### src/rtl/mem_ctrl_banked_if.sv
// Host request/response bundle for mem_ctrl_banked.
// The host drives requests (master); the controller accepts them and returns read data (slave).
interface mem_ctrl_banked_if #(
  parameter int unsigned DATA_W = 32,
  parameter int unsigned ADDR_W = 18
);
  logic              req_valid;
  logic              req_ready;
  logic              req_we;
  logic [ADDR_W-1:0] req_addr;
  logic [DATA_W-1:0] req_wdata;
  logic              rsp_valid;
  logic [DATA_W-1:0] rsp_rdata;

  modport master (
    output req_valid, req_we, req_addr, req_wdata,
    input  req_ready, rsp_valid, rsp_rdata
  );

  modport slave (
    input  req_valid, req_we, req_addr, req_wdata,
    output req_ready, rsp_valid, rsp_rdata
  );
endinterface

### src/rtl/mem_ctrl_banked.sv
// Multi-bank DRAM-style command controller.
// Uses an open-row policy per bank and inserts periodic refresh between requests.
module mem_ctrl_banked #(
  parameter int unsigned DATA_W = 32,
  parameter int unsigned BANK_W = 2,
  parameter int unsigned ROW_W  = 4,
  parameter int unsigned COL_W  = 12,
  parameter int unsigned T_RCD  = 4,
  parameter int unsigned T_RP   = 3,
  parameter int unsigned T_CAS  = 2,
  parameter int unsigned T_WR   = 3,
  parameter int unsigned T_REFI = 320,
  parameter int unsigned T_RFC  = 6
) (
  input  logic                clk,
  input  logic                rst,
  mem_ctrl_banked_if.slave    host,
  output logic                cs_n,
  output logic [2:0]          command,
  output logic [BANK_W-1:0]   ba,
  output logic [ROW_W-1:0]    RA,
  output logic [COL_W-1:0]    CA,
  output logic [DATA_W-1:0]   dq_out,
  output logic                dq_oe,
  input  logic [DATA_W-1:0]   dq_in
);
  localparam int unsigned BANKS  = 2**BANK_W;
  localparam int unsigned ADDR_W = BANK_W + ROW_W + COL_W;
  localparam int unsigned REF_W  = (T_REFI > 1) ? $clog2(T_REFI) : 1;
  localparam int unsigned CNT_W  = $clog2(T_RCD + T_RP + T_CAS + T_WR + T_RFC + 1);

  typedef enum logic [2:0] {
    CMD_NOP     = 3'b000,
    CMD_ACT     = 3'b001,
    CMD_READ    = 3'b010,
    CMD_WRITE   = 3'b011,
    CMD_PRE     = 3'b100,
    CMD_REFRESH = 3'b101,
    CMD_PREA    = 3'b110
  } cmd_t;

  typedef enum logic [2:0] {
    IDLE, ACT_WAIT, PRE_WAIT, RW, READ_WAIT, WR_REC, REF_PREA_WAIT, REF_WAIT
  } state_t;

  state_t             state, state_d;
  logic [CNT_W-1:0]   cnt, cnt_d;
  cmd_t               cmd_q, cmd_d;
  logic [BANK_W-1:0]  ba_d;
  logic [ROW_W-1:0]   ra_d;
  logic [COL_W-1:0]   ca_d;
  logic [DATA_W-1:0]  dq_out_d;
  logic               dq_oe_d;
  logic               rsp_valid_q, rsp_valid_d;
  logic [DATA_W-1:0]  rsp_rdata_q;

  logic               lat_we;
  logic [BANK_W-1:0]  lat_bank;
  logic [ROW_W-1:0]   lat_row;
  logic [COL_W-1:0]   lat_col;
  logic [DATA_W-1:0]  lat_wdata;

  logic [BANKS-1:0]   row_open;
  logic [ROW_W-1:0]   open_row [BANKS];

  logic [REF_W-1:0]   ref_cnt;
  logic               ref_pending;
  logic               ref_expire;
  logic               ref_clear;

  logic               accept;
  logic               issue_rw;
  logic [BANK_W-1:0]  req_bank;
  logic [ROW_W-1:0]   req_row;
  logic [COL_W-1:0]   req_col;
  logic               rw_we;
  logic [BANK_W-1:0]  rw_bank;
  logic [COL_W-1:0]   rw_col;
  logic [DATA_W-1:0]  rw_wdata;

  assign req_bank = host.req_addr[ADDR_W-1 -: BANK_W];
  assign req_row  = host.req_addr[COL_W +: ROW_W];
  assign req_col  = host.req_addr[COL_W-1:0];

  assign host.req_ready = (state == IDLE) && !ref_pending;
  assign accept         = host.req_valid && host.req_ready;
  assign host.rsp_valid = rsp_valid_q;
  assign host.rsp_rdata = rsp_rdata_q;
  assign command        = cmd_q;
  assign ref_expire     = (ref_cnt == REF_W'(T_REFI - 1));

  // A row hit issues READ/WRITE straight from IDLE, before the request is latched.
  assign rw_we    = (state == IDLE) ? host.req_we    : lat_we;
  assign rw_bank  = (state == IDLE) ? req_bank       : lat_bank;
  assign rw_col   = (state == IDLE) ? req_col        : lat_col;
  assign rw_wdata = (state == IDLE) ? host.req_wdata : lat_wdata;

  always_comb begin
    state_d     = state;
    cnt_d       = cnt;
    cmd_d       = CMD_NOP;
    ba_d        = ba;
    ra_d        = RA;
    ca_d        = CA;
    dq_out_d    = '0;
    dq_oe_d     = 1'b0;
    rsp_valid_d = 1'b0;
    issue_rw    = 1'b0;
    ref_clear   = 1'b0;
    case (state)
      IDLE: begin
        if (ref_pending) begin
          if (|row_open) begin
            cmd_d   = CMD_PREA;
            state_d = REF_PREA_WAIT;
            cnt_d   = CNT_W'(T_RP - 1);
          end else begin
            cmd_d     = CMD_REFRESH;
            ref_clear = 1'b1;
            state_d   = REF_WAIT;
            cnt_d     = CNT_W'(T_RFC);
          end
        end else if (host.req_valid) begin
          if (row_open[req_bank] && (open_row[req_bank] == req_row)) begin
            issue_rw = 1'b1;
          end else if (row_open[req_bank]) begin
            cmd_d   = CMD_PRE;
            ba_d    = req_bank;
            state_d = PRE_WAIT;
            cnt_d   = CNT_W'(T_RP - 1);
          end else begin
            cmd_d   = CMD_ACT;
            ba_d    = req_bank;
            ra_d    = req_row;
            state_d = ACT_WAIT;
            cnt_d   = CNT_W'(T_RCD - 1);
          end
        end
      end
      PRE_WAIT: begin
        if (cnt == '0) begin
          cmd_d   = CMD_ACT;
          ba_d    = lat_bank;
          ra_d    = lat_row;
          state_d = ACT_WAIT;
          cnt_d   = CNT_W'(T_RCD - 1);
        end else begin
          cnt_d = cnt - CNT_W'(1);
        end
      end
      ACT_WAIT: begin
        if (cnt == '0) issue_rw = 1'b1;
        else           cnt_d    = cnt - CNT_W'(1);
      end
      RW: begin
        if (lat_we) begin
          state_d = WR_REC;
          cnt_d   = CNT_W'(T_WR - 1);
        end else begin
          state_d = READ_WAIT;
          cnt_d   = CNT_W'(T_CAS - 1);
        end
      end
      READ_WAIT: begin
        if (cnt == '0) begin
          rsp_valid_d = 1'b1;
          state_d     = IDLE;
        end else begin
          cnt_d = cnt - CNT_W'(1);
        end
      end
      WR_REC, REF_WAIT: begin
        if (cnt == '0) state_d = IDLE;
        else           cnt_d   = cnt - CNT_W'(1);
      end
      REF_PREA_WAIT: begin
        if (cnt == '0) begin
          cmd_d     = CMD_REFRESH;
          ref_clear = 1'b1;
          state_d   = REF_WAIT;
          cnt_d     = CNT_W'(T_RFC);
        end else begin
          cnt_d = cnt - CNT_W'(1);
        end
      end
      default: state_d = IDLE;
    endcase
    if (issue_rw) begin
      cmd_d    = rw_we ? CMD_WRITE : CMD_READ;
      ba_d     = rw_bank;
      ca_d     = rw_col;
      dq_oe_d  = rw_we;
      dq_out_d = rw_we ? rw_wdata : '0;
      state_d  = RW;
    end
  end

  always_ff @(posedge clk or posedge rst) begin
    if (rst) begin
      state       <= IDLE;
      cnt         <= '0;
      cmd_q       <= CMD_NOP;
      cs_n        <= 1'b1;
      ba          <= '0;
      RA          <= '0;
      CA          <= '0;
      dq_out      <= '0;
      dq_oe       <= 1'b0;
      rsp_valid_q <= 1'b0;
      rsp_rdata_q <= '0;
      lat_we      <= 1'b0;
      lat_bank    <= '0;
      lat_row     <= '0;
      lat_col     <= '0;
      lat_wdata   <= '0;
      row_open    <= '0;
      for (int unsigned b = 0; b < BANKS; b++) open_row[b] <= '0;
      ref_cnt     <= '0;
      ref_pending <= 1'b0;
    end else begin
      state       <= state_d;
      cnt         <= cnt_d;
      cmd_q       <= cmd_d;
      cs_n        <= (cmd_d == CMD_NOP);
      ba          <= ba_d;
      RA          <= ra_d;
      CA          <= ca_d;
      dq_out      <= dq_out_d;
      dq_oe       <= dq_oe_d;
      rsp_valid_q <= rsp_valid_d;
      if (rsp_valid_d) rsp_rdata_q <= dq_in;
      if (accept) begin
        lat_we    <= host.req_we;
        lat_bank  <= req_bank;
        lat_row   <= req_row;
        lat_col   <= req_col;
        lat_wdata <= host.req_wdata;
      end
      // Row bookkeeping follows the command being issued this edge.
      case (cmd_d)
        CMD_ACT: begin
          row_open[ba_d] <= 1'b1;
          open_row[ba_d] <= ra_d;
        end
        CMD_PRE:  row_open[ba_d] <= 1'b0;
        CMD_PREA: row_open       <= '0;
        default: ;
      endcase
      ref_cnt     <= ref_expire ? '0 : ref_cnt + REF_W'(1);
      ref_pending <= ref_clear ? 1'b0 : (ref_expire ? 1'b1 : ref_pending);
    end
  end
endmodule

### src/flat_wrapper.sv
// flat-port wrapper written by rule: the top's interface ports become plain ports
module mem_ctrl_banked_flat 
#(
  parameter int unsigned DATA_W = 32,
  parameter int unsigned BANK_W = 2,
  parameter int unsigned ROW_W  = 4,
  parameter int unsigned COL_W  = 12,
  parameter int unsigned T_RCD  = 4,
  parameter int unsigned T_RP   = 3,
  parameter int unsigned T_CAS  = 2,
  parameter int unsigned T_WR   = 3,
  parameter int unsigned T_REFI = 320,
  parameter int unsigned T_RFC  = 6
)
  (clk, rst, cs_n, command, ba, RA, CA, dq_out, dq_oe, dq_in, host_req_valid, host_req_we, host_req_addr, host_req_wdata, host_req_ready, host_rsp_valid, host_rsp_rdata);
  mem_ctrl_banked_if #(.DATA_W(DATA_W)) host_i ();
  input  logic clk;
  input  logic rst;
  output logic cs_n;
  output logic [2:0] command;
  output logic [BANK_W-1:0] ba;
  output logic [ROW_W-1:0] RA;
  output logic [COL_W-1:0] CA;
  output logic [DATA_W-1:0] dq_out;
  output logic dq_oe;
  input  logic [DATA_W-1:0] dq_in;
  input wire logic [$bits(host_i.req_valid)-1:0] host_req_valid;
  input wire logic [$bits(host_i.req_we)-1:0] host_req_we;
  input wire logic [$bits(host_i.req_addr)-1:0] host_req_addr;
  input wire logic [$bits(host_i.req_wdata)-1:0] host_req_wdata;
  output wire logic [$bits(host_i.req_ready)-1:0] host_req_ready;
  output wire logic [$bits(host_i.rsp_valid)-1:0] host_rsp_valid;
  output wire logic [$bits(host_i.rsp_rdata)-1:0] host_rsp_rdata;
  assign host_i.req_valid = host_req_valid;
  assign host_i.req_we = host_req_we;
  assign host_i.req_addr = host_req_addr;
  assign host_i.req_wdata = host_req_wdata;
  assign host_req_ready = host_i.req_ready;
  assign host_rsp_valid = host_i.rsp_valid;
  assign host_rsp_rdata = host_i.rsp_rdata;
  mem_ctrl_banked #(.DATA_W(DATA_W), .BANK_W(BANK_W), .ROW_W(ROW_W), .COL_W(COL_W), .T_RCD(T_RCD), .T_RP(T_RP), .T_CAS(T_CAS), .T_WR(T_WR), .T_REFI(T_REFI), .T_RFC(T_RFC)) u_core (.clk(clk), .rst(rst), .host(host_i), .cs_n(cs_n), .command(command), .ba(ba), .RA(RA), .CA(CA), .dq_out(dq_out), .dq_oe(dq_oe), .dq_in(dq_in));
endmodule
### config.mk
export PLATFORM = sky130hd
export DESIGN_NAME = mem_ctrl_banked_flat
export DESIGN_NICKNAME = d
export VERILOG_FILES = /design/src/rtl/mem_ctrl_banked_if.sv /design/src/rtl/mem_ctrl_banked.sv /design/src/flat_wrapper.sv
export SDC_FILE = /design/constraint.sdc
export NUM_CORES = 1
export LEC_CHECK = 0
export ABC_AREA = 1
export BUFFER_PORTS_ARGS = -buffer_cell sky130_fd_sc_hd__buf_4
export CORE_MARGIN = 3
export CORE_UTILIZATION = 49
export CTS_CLUSTER_SIZE = 30
export DETAILED_ROUTE_END_ITERATION = 8
export PLACE_DENSITY = 0.83
export SETUP_SLACK_MARGIN = 0.02
export SYNTH_ARGS = -nofsm -noshare
export SYNTH_HDL_FRONTEND = slang
export SYNTH_SLANG_ARGS = --single-unit
### constraint.sdc
create_clock -name clk -period 4.9 [get_ports clk]
set_input_delay 0 -clock clk [delete_from_list [all_inputs] [get_ports clk]]
set_output_delay 0 -clock clk [all_outputs]
set_load 0.02 [all_outputs]
# Yosys cells after proc, flatten, opt, wreduce, memory -nomap -nowiden
# Index checks and enable logic that the tools add are counted.
[word_totals]
out_inout_bits = 89
ff_bits = 177
[classes]
bitwise = 5
magnitude_cmp = 6
addsub = 2
n_reduce_logical = 17
n_eq_ne = 20
muxes = 73
[ops]
columns = ["cell", "count"]
rows = [
  ["two-way mux 32 bit", 3],
  ["two-way mux 3 bit", 14],
  ["two-way mux 4 bit", 8],
  ["two-way mux 5 bit", 6],
  ["one-hot mux 5 bit (5 select lines)", 1],
  ["== test 3 bit (second input constant)", 6],
  ["two-way mux 1 bit", 18],
  ["two-way mux 2 bit", 9],
  ["bitwise mux 16 bit", 1],
  ["one-hot mux 3 bit (5 select lines)", 1],
  ["two-way mux 12 bit", 1],
  ["one-hot mux 4 bit (3 select lines)", 1],
  ["adder 9 x 1 -> 9 bit (second input constant)", 1],
  ["== test 9 bit (second input constant)", 1],
  ["two-way mux 9 bit", 1],
  ["inequality test 3 x 1 -> 1 bit (second input constant)", 3],
  ["one-hot mux 3 bit (3 select lines)", 1],
  ["binary-select mux 4 bit (select 2 bit)", 1],
  ["demux 4 bit (select 2 bit)", 1],
  ["inequality test 4 x 2 -> 1 bit (second input constant)", 2],
  ["one-hot mux 4 bit (2 select lines)", 1],
  ["OR reduction 4 bit", 2],
  ["== test 3 x 1 -> 1 bit (second input constant)", 2],
  ["== test 3 x 2 -> 1 bit (second input constant)", 2],
  ["other kinds (26)", 36],
]

# Logic depth before layout (Yosys ltp)
# Gate-level depths: netlist of the first run.
[logic_depth]
depth_word = 18
ltp_mapped = 20
depth_no_buf = 19

# Least setup slack after synthesis of the first run
# No wires, ideal clock.
[synth_path]
kind = "register -> register"
from = "register u_core.cnt[0]"
to = "register u_core.rsp_rdata_q[10], in the netlist u_core.host.rsp_rdata[10]"
required_ps = 4775
slack_ps = 2775
synth_period_minus_slack_ps = 2125
stages_incl_launch_ff = 10
arrival_time_ps = 2000
path_cell_list = "dfrtp_1 > inv_1 > ha_1 > nand3_1 > nor2_1 > inv_2 > buf_2 > nor4_4 > buf_2 > mux2_2"
[synth_between]
elab_chain_len = 3
[synth_lines]
columns = ["element", "line", "source"]
rows = [
  ["from (decl)", "mem_ctrl_banked.sv:47", "logic [CNT_W-1:0] cnt, cnt_d;"],
  ["from (signal assigned)", "mem_ctrl_banked.sv:222", "cnt <= cnt_d;"],
  ["logical NOT 5 bit", "mem_ctrl_banked.sv:165", "if (cnt == '0) begin"],
  ["two-way mux 1 bit", "mem_ctrl_banked.sv:165", ""],
  ["two-way mux 1 bit", "mem_ctrl_banked.sv:110", "case (state)"],
  ["to (signal assigned)", "mem_ctrl_banked.sv:231", "if (rsp_valid_d) rsp_rdata_q <= dq_in;"],
  ["to (decl)", "mem_ctrl_banked.sv:55", "logic [DATA_W-1:0] rsp_rdata_q;"],
]
# Every way passes these cells.
# A chain may end at the register's enable or synchronous reset.

# Worst setup path after layout of the first run
[layout_path]
from = "register u_core.state[0]"
to = "register u_core.row_open[1]"
[layout_between]
elab_chain_len = 10
word_cells_on_any_way = 25
cone_classes = "order compare (2); eq/ne (6); mux (11); bitwise (3); reduce/logical (3)"
[layout_lines]
columns = ["element", "line", "source"]
rows = [
  ["from (decl)", "mem_ctrl_banked.sv:46", "state_t state, state_d;"],
  ["from (signal assigned)", "mem_ctrl_banked.sv:221", "state <= state_d;"],
  ["== test 3 x 2 -> 1 bit, or another cell as far along", "mem_ctrl_banked.sv:110", ""],
  ["one-hot mux 2 bit (2 select lines), or another cell as far along", "mem_ctrl_banked.sv:110", ""],
  ["two-way mux 2 bit", "mem_ctrl_banked.sv:188", "if (issue_rw) begin"],
  ["less-than comparator 2 x 3 -> 1 bit (not written as such) or >= comparator 2 x 1 -> 1 bit (tied branches)", "mem_ctrl_banked.sv:242, mem_ctrl_banked.sv:245", ""],
  ["logical AND 1 bit (not written as such)", "mem_ctrl_banked.sv:242, mem_ctrl_banked.sv:245", ""],
  ["two-way mux 1 bit (not written as such)", "mem_ctrl_banked.sv:242, mem_ctrl_banked.sv:245", ""],
  ["demux 1 bit (select 2 bit)", "-", ""],
  ["inverter 4 bit (no source line)", "-", ""],
  ["bitwise AND 4 bit (no source line)", "-", ""],
  ["one-hot mux 4 bit (3 select lines)", "mem_ctrl_banked.sv:240", "case (cmd_d)"],
  ["to (signal, indexed assignment)", "mem_ctrl_banked.sv:242", "row_open[ba_d] <= 1'b1;"],
  ["to (signal, indexed assignment)", "mem_ctrl_banked.sv:245", "CMD_PRE: row_open[ba_d] <= 1'b0;"],
  ["to (signal assigned)", "mem_ctrl_banked.sv:246", "CMD_PREA: row_open <= '0;"],
  ["to (decl)", "mem_ctrl_banked.sv:63", "logic [BANKS-1:0] row_open;"],
]
# Several ways; a longest one is shown, not always the timed one.

==> summary.md, run 1 <==
| Metric | Value |
|---|---|
| Starting density of the core | `50.4%` |
| Sequential power share | `37.3%` |
| WP data required | `5.23 ns` |
| Switching Power | `0.00254 W` |
| R2R Setup Slk | `1.95 ns` |
| PortBufs | `174` |
| Clock skew | `0.0148 ns` |
| Core region area | `15300 um^2` |
| Clk buf depth | `2` |
| Clock slew seen by the registers of the worst setup and hold paths | `0.06 ns` |
| Die W | `131 um` |
| Initial antenna violation count | `0` |
| 1st-pass router iterations | `7` |
| Peak supply drop | `0.381 mV` |
| Num ports | `175` |
| Max Fclk | `339 MHz` |
| Critical Path AT | `3.28 ns` |
| CTS root buffer | `clkbuf_16` |
| Setup WS post-layout | `1.95 ns` |
| CTS tree | `built` |
| Synthesized cell area | `7700 um^2` |
| First-pass GRT wire length | `34900 um` |
| Total grt overflow | `0` |
| Largest net degree at the start of global routing | `88` |
| Fillers | `1052` |
| Syn. warnings | `0` |
| Fin crit share | `60.2%` |
| Hold Path End | `u_core.cnt[4]$_DFFE_PP0P_` |
| Reg-to-reg endpoint | `u_core.row_open[1]$_DFFE_PP0P_` |
| Clock Power Share | `20.7%` |
| Pre-CTS worst setup slack | `2.00 ns` |
| Pint | `0.00367 W` |
| Hold_sp | `host_req_valid` |
| Vias | `6939` |
| Final Max Tran Viols | `0` |
| Synth area leaders | `dfrtp_1, nand2_1, o21ai_0, mux2_2, a21oi_1` |
| Number of nets in the layout | `1165` |
| Num CTS Buffers | `17` |
| Drt total wl | `21500 um` |
| Row count | `45` |
| Worst Setup Path Type | `flip-flop to flip-flop` |
| Max-Cap Viols | `0` |
| Area Overhead vs Synth | `37.1%` |
| Sw Share | `40.9%` |
| RePlAce Congestion | `0.857` |
| Outcome | `finished, final reports clean` |
| CTS sink cnt | `177` |
| Crit path max fanout | `49` |
| Yosys reg bits | `177` |
| CP Capture Type | `flip-flop` |
| Slew @ Worst Pin | `0.928 ns` |
| Setup_tns | `0 ns` |
| Final hold violation count | `0` |
| Area leader, netlist | `dfrtp_1` |
| Hold WC Path Type | `primary input to flip-flop` |
| Die area | `17200 um^2` |
| H-tree depth | `4` |
| Yosys cell types | `46` |
| Antenna cells | `0` |
| Reg2Reg Depth | `15` |
| WL/cell | `16.5 um` |
| Vias per cell | `5.34` |
| Syn avg cell area | `9.30 um^2` |
| Setup violation total in the final timing report | `0` |
| Min Tclk post-route | `2.95 ns` |
| Leakage | `5.29 nW` |
| Unrepaired setup endpoints after global routing | `false` |
| DRT iter0 DRCs | `661` |
| Syn_nets | `916` |
| Post-synthesis sequential area ratio | `57.6%` |
| Die height | `131 um` |
| # DRC | `0` |
| Comb power frac | `42.0%` |
| Dpl hpwl | `13000 um` |
| Worst R2R Start | `u_core.state[0]$_DFFE_PP0P_` |
| Worst Setup Start Kind | `flip-flop` |
| Top cell type's share of synthesized area | `57.2%` |
| Post-CTS Resized | `0` |
| Critical path startpoint | `u_core.state[0]$_DFFE_PP0P_` |
| Routed Antenna Nets | `0` |
| Hold Path Cell Cnt | `5` |
| Vias in the first global route | `6807` |
| Clock Latency Late Sink | `0.44 ns` |
| PD cells | `588 nW/um^2` |
| Tot GR Track Use | `25.2%` |
| Cells after Synth | `828` |
| Slew headroom | `37.6%` |
| Share of cells above drive strength 1 | `24.5%` |
-- state kept, by name, indices dropped and copies added (netlist names) --
name	flops
u_core.lat_wdata	32
u_core.row_open	4
u_core.lat_bank	2
u_core.cnt	5
u_core.lat_row	4
u_core.lat_col	12
u_core.CA	12
u_core.cs_n	1
u_core.RA	4
u_core.host.rsp_rdata	32
u_core.host.rsp_valid	1
u_core.lat_we	1
u_core.ba	2
u_core.dq_oe	1
u_core.state	3
u_core.command	3
u_core.open_row	16
u_core.ref_pending	1
u_core.ref_cnt	9
u_core.dq_out	32
-- through the flow --
stage	cells	area, um^2	hold slack (ns)	util, %	power (W)
2_1_floorplan	828	7700	0.121	-	0.00398
3_3_place_gp	1185	9170	0.206	60.1	0.00471
3_5_place_dp	1185	9170	0.212	60.1	0.00481
4_1_cts	1299	10600	0.0132	69.2	0.00616
5_1_grt	1299	10600	0.0641	69.2	0.00660
6_report	1299	10600	0.0187	69.2	0.00621
-- cells in the final DEF (no fill, tap or decap), types with 2 or more instances in the layout --
cell type	Yosys	routed
nand3_4	2	2
nand3b_1	2	2
a211o_1	2	2
a21oi_1	44	44
nand3_2	3	3
nand2_4	2	2
o2111ai_1	2	2
nor2_2	6	6
dlygate4sd3_1	0	84
o22ai_1	5	5
dfrtp_1	176	176
inv_2	5	5
ha_1	2	2
o31ai_1	3	3
inv_6	0	3
clkinv_1	3	3
o32ai_1	2	2
buf_4	3	182
o21ai_0	65	65
nand4_1	2	2
clkbuf_1	18	4
nor2_4	1	2
nand3_1	28	28
xor2_1	3	3
nand2_2	5	5
nor3_1	6	6
a22oi_4	2	2
clkbuf_16	0	17
nor4_1	3	3
clkbuf_8	0	2
mux2_2	24	24
inv_1	56	55
nor2_1	34	33
nand2_1	264	264
clkinvlp_4	0	3
o21ai_1	9	9
mux2_1	8	8
a31oi_1	13	13
-- final cells by class --
class	instances	area [um^2]	area share, %
inverters	65	251	2.38
repair buffers	266	2210	20.9
clock inverters	7	78.8	0.747
flip-flops and latches	177	4430	42.0
well taps	211	264	2.50
clock buffers	23	468	4.43
multi-input cells	550	2860	27.1
-- logic make-up (layout without fill, tap and decap cells) --
group	count (synthesis)	in the layout	synth area share, %
AO/OA/AOI/OAI	151	151	11.4
XOR/XNOR	3	3	0.341
adder cells (fa/ha/maj)	2	2	0.325
buffers and inverters	101	361	5.45
flip-flops	177	177	57.6
multiplexers	32	32	4.68
AND/OR/NAND/NOR	362	362	20.2
-- synthesized netlist by cell type (all sizes together) --
cell type / n
clkinv: 3
a21boi: 1
nor4: 4
o21ai: 75
a21oi: 45
buf: 18
nand3b: 2
nor3: 6
dfstp: 1
mux2: 32
or2: 1
a211oi: 1
o2111ai: 2
nand3: 33
a22oi: 2
and3: 1
dfrtp: 176
o22ai: 5
nor2: 42
ha: 2
inv: 62
nand2: 271
a211o: 2
o31ai: 3
clkbuf: 18
xor2: 3
a31oi: 13
nand4: 2
o32ai: 2
-- what timing repair did --
item / in CTS / in global routing
hold buffers: 84 / 0
setup buffers: 0 / 0
endpoints found under the hold margin: 212 / 0
-- power groups by stage --
stage,combinational [W],sequential (W),clock (W)
floorplan,0.00150,0.00248,0
global placement,0.00242,0.00229,0
detailed placement,0.00249,0.00231,0
CTS,0.00257,0.00229,0.00129
global route,0.00287,0.00237,0.00136
finish,0.00261,0.00232,0.00128
-- worst max-delay path, stage by stage, from the launching register on --
cell and delay (ns):
dfrtp_1 0.51, nor2_8 0.26, inv_1 0.10, nor2_4 0.10
inv_1 0.05, buf_4 0.30, nor2_1 0.23, nand2_2 0.11
nand2_4 0.30, nand2_4 0.33, nand3_2 0.19, nand2_1 0.11
nand3_1 0.10, nand2_1 0.05, nand2_1 0.06, inv_1 0.04
-- worst max path at each step --
stage                                endpoint
2_1_floorplan        u_core.CA[0]$_DFFE_PP0P_
3_5_place_dp   u_core.row_open[1]$_DFFE_PP0P_
3_3_place_gp   u_core.row_open[2]$_DFFE_PP0P_
5_1_grt        u_core.row_open[0]$_DFFE_PP0P_
6_report       u_core.row_open[1]$_DFFE_PP0P_
4_1_cts        u_core.row_open[1]$_DFFE_PP0P_
-- metal layers --
metal,part of all wire [%],vias to the layer above,GRT usage (%)
met3,6.1,77,5.59
met4,4.6,0,12.8
met2,49,332,41.6
li1,-,3208,-
met5,0,-,0
met1,40,3322,31.3
(Power assumes the default switching activity.)
==> run 2: changes to the inputs <==
--- a/config.mk
+++ b/config.mk
@@ -5,7 +5,7 @@
 export SDC_FILE = /design/constraint.sdc
 export NUM_CORES = 1
 export LEC_CHECK = 0
-export ABC_AREA = 1
+export ABC_AREA = 0
 export BUFFER_PORTS_ARGS = -buffer_cell sky130_fd_sc_hd__buf_4
 export CORE_MARGIN = 3
 export CORE_UTILIZATION = 49
==> constraint.sdc (replaced) <==
create_clock -name clk -period 2.4 [get_ports clk]
set_input_delay 0 -clock clk [delete_from_list [all_inputs] [get_ports clk]]
set_output_delay 0 -clock clk [all_outputs]
set_load 0.02 [all_outputs]
==> summary.md, run 2 <==
| Metric | Value |
|---|---|
| Outcome | `finished with violations` |
| Violated checks | `setup timing` |
| Commonest cells post-synth | `nand2_1, dfrtp_1, a21oi_1` |
| Yosys cell types | `65` |
| Crit path max fanout | `4` |
| Min Tclk post-route | `2.84 ns` |
| RePlAce Congestion | `0.884` |
| Top cell type's share of synthesized area | `56.9%` |
| CP Capture Type | `flip-flop` |
| Largest net degree at the start of global routing | `52` |
| Synthesized cell area | `7740 um^2` |
| First-pass GRT wire length | `38000 um` |
| WP data required | `2.72 ns` |
| 1st-pass router iterations | `5` |
| Hold WC Path Type | `primary input to flip-flop` |
| Slew @ Worst Pin | `0.833 ns` |
| Count leader, synth | `nand2_1` |
| Most frequent cells in the layout | `nand2_1, buf_4, dfrtp_1` |
| Initial antenna violation count | `0` |
| Die W | `132 um` |
| Num ports | `175` |
| Power Total | `0.0134 W` |
| Final Max Tran Viols | `0` |
| Hold Path Cell Cnt | `4` |
| Commonest non-fill, non-tap cell in the layout | `nand2_1` |
| Vias per cell | `5.36` |
| Post-synthesis sequential area ratio | `57.3%` |
| Final hold violation count | `0` |
| Die height | `132 um` |
| Leakage | `5.68 nW` |
| Setup violation total in the final timing report | `25` |
| Syn avg cell area | `9.46 um^2` |
| WL/cell | `17.8 um` |
| FFs w/ async S/R, synth | `100%` |
| Row count | `45` |
| Critical Path AT | `3.15 ns` |
| Peak supply drop | `0.522 mV` |
| Syn_nets | `906` |
| Number of nets in the layout | `1223` |
| Max-Cap Viols | `0` |
| Syn. warnings | `0` |
| Worst Setup Path Type | `flip-flop to flip-flop` |
| Reg2Reg Depth | `9` |
| Synth area leaders | `dfrtp_1, nand2_1, a21oi_1, mux2_2, clkbuf_1` |
| Commonest register cell after synthesis | `dfrtp_1` |
| Fin util | `75.9%` |
| Design area | `11600 um^2` |
| PD cells | `1150 nW/um^2` |
| DRT iter0 DRCs | `589` |
| Setup WS post-layout | `-0.435 ns` |
| Routed Antenna Nets | `0` |
| CTS root buffer | `clkbuf_16` |
| Post-synth EDFFs | `0` |
| Placed inst area | `9740 um^2` |
| PortBufs | `174` |
| Vias in the first global route | `7487` |
| Clock Latency Late Sink | `0.43 ns` |
| Max Fclk | `353 MHz` |
| Vias | `7288` |
| Clock slew seen by the registers of the worst setup and hold paths | `0.07 ns` |
| Tot GR Track Use | `27.1%` |
| Dpl hpwl | `13800 um` |
| Pre-CTS worst setup slack | `-0.424 ns` |
| CTS sink cnt | `177` |
| # DRC | `0` |
| Total grt overflow | `0` |
| Area leader, netlist | `dfrtp_1` |
| Fillers | `916` |
| Slew headroom | `44.1%` |
| Worst Setup Start Kind | `flip-flop` |
| H-tree depth | `4` |
| Drt total wl | `24200 um` |
| Unrepaired setup endpoints after global routing | `true` |
| Area Overhead vs Synth | `50.3%` |
| Share of cells above drive strength 1 | `31.3%` |
| Core region area | `15300 um^2` |
| Cells after Synth | `818` |
| Num CTS Buffers | `17` |
| Die area | `17300 um^2` |
| Clk buf depth | `2` |
| Yosys reg bits | `177` |
| Starting density of the core | `50.5%` |
| Clock skew | `0.0116 ns` |
| CTS tree | `built` |
| Fin crit share | `118%` |
run 2: cell count changes after synthesis, moves of 8 or more:
cell,delta
clkbuf_1,+12
o21ai_1,-8
nand2_1,+91
nand3_1,-17
inv_1,-46
mux2_1,-8
o21ai_0,-48
run 2: critical path, stage by stage (launching register included):
cell	delay (ns)
dfrtp_1	0.41
mux4_2	0.53
xnor2_4	0.25
nand4_4	0.18
a31oi_4	0.23
inv_2	0.09
a211o_4	0.35
nor3_4	0.22
buf_6	0.15
mux2_4	0.30
run 2: stage by stage:
step           setup TNS, ns  instances  hold slack [ns]
3_5_place_dp           -7.02       1226           0.0831
5_1_grt                -9.50       1359            0.124
6_report               -8.06       1360           0.0937
2_1_floorplan          -2.84        818            0.105
4_1_cts                -5.95       1353           0.0623
3_3_place_gp           -5.07       1226           0.0789
run 2: power breakdown:
part	internal, W	switching, W
Clock	0.00154	0.00122
Combinational	0.00260	0.00337
Sequential	0.00405	0.000656
Total	0.00819	0.00524
run 2: cells by family after synthesis:
family / count (synthesis) / share of synthesized area [%]
AOI/OAI and AO/OA: 112 / 9.61
DFF: 177 / 57.3
muxes: 27 / 4.58
xor gates and xnor gates: 10 / 1.67
buffers and inverters: 54 / 3.27
adders and majority gates: 2 / 0.323
and+or+nand+nor: 436 / 23.3
run 2: timing repair:
item	in CTS	in global routing
pin swaps	14	5
buffers inserted	11	7
hold endpoints to repair	144	0
hold buffers	83	0
endpoints found under the setup margin	28	98
gates cloned	1	2
gates resized for setup	29	29
run 2: cell type report:
type / instances / area [um^2] / area share (%)
clock inverter: 11 / 118 / 1.01
tap: 211 / 264 / 2.27
sequential: 177 / 4430 / 38.1
inverter: 11 / 47.5 / 0.409
multi-input combinational: 588 / 3370 / 29.0
timing repair buffer: 340 / 2920 / 25.1
antenna: 1 / 2.50 / 0.0215
clock buffer: 21 / 470 / 4.05
run 2: path summary, 6_finish.rpt:
kind / from / to / slack (ns)
max: u_core.open_row[10]$_DFFE_PP0P_ / u_core.open_row[6]$_DFFE_PP0P_ / -0.44
min: host_req_addr[16] / u_core.lat_bank[0]$_DFFE_PP0P_ / 0.09
max reg2reg: u_core.open_row[10]$_DFFE_PP0P_ / u_core.open_row[6]$_DFFE_PP0P_ / -0.44
min reg2reg: u_core.ref_cnt[4]$_DFF_PP0_ / u_core.ref_cnt[4]$_DFF_PP0_ / 0.48
max in group asynchronous: rst / u_core.cs_n$_DFF_PP1_ / 1.38
min in group asynchronous: rst / u_core.lat_col[1]$_DFFE_PP0P_ / 0.21
run 2: routing by layer:
metal | global-route usage (%) | up-vias | routed length, um
li1 | - | 3325 | -
met1 | 33.2 | 3584 | 9640
met2 | 46.6 | 321 | 12300
met3 | 5.86 | 58 | 1540
met4 | 11.3 | 0 | 741
met5 | 0 | - | 0
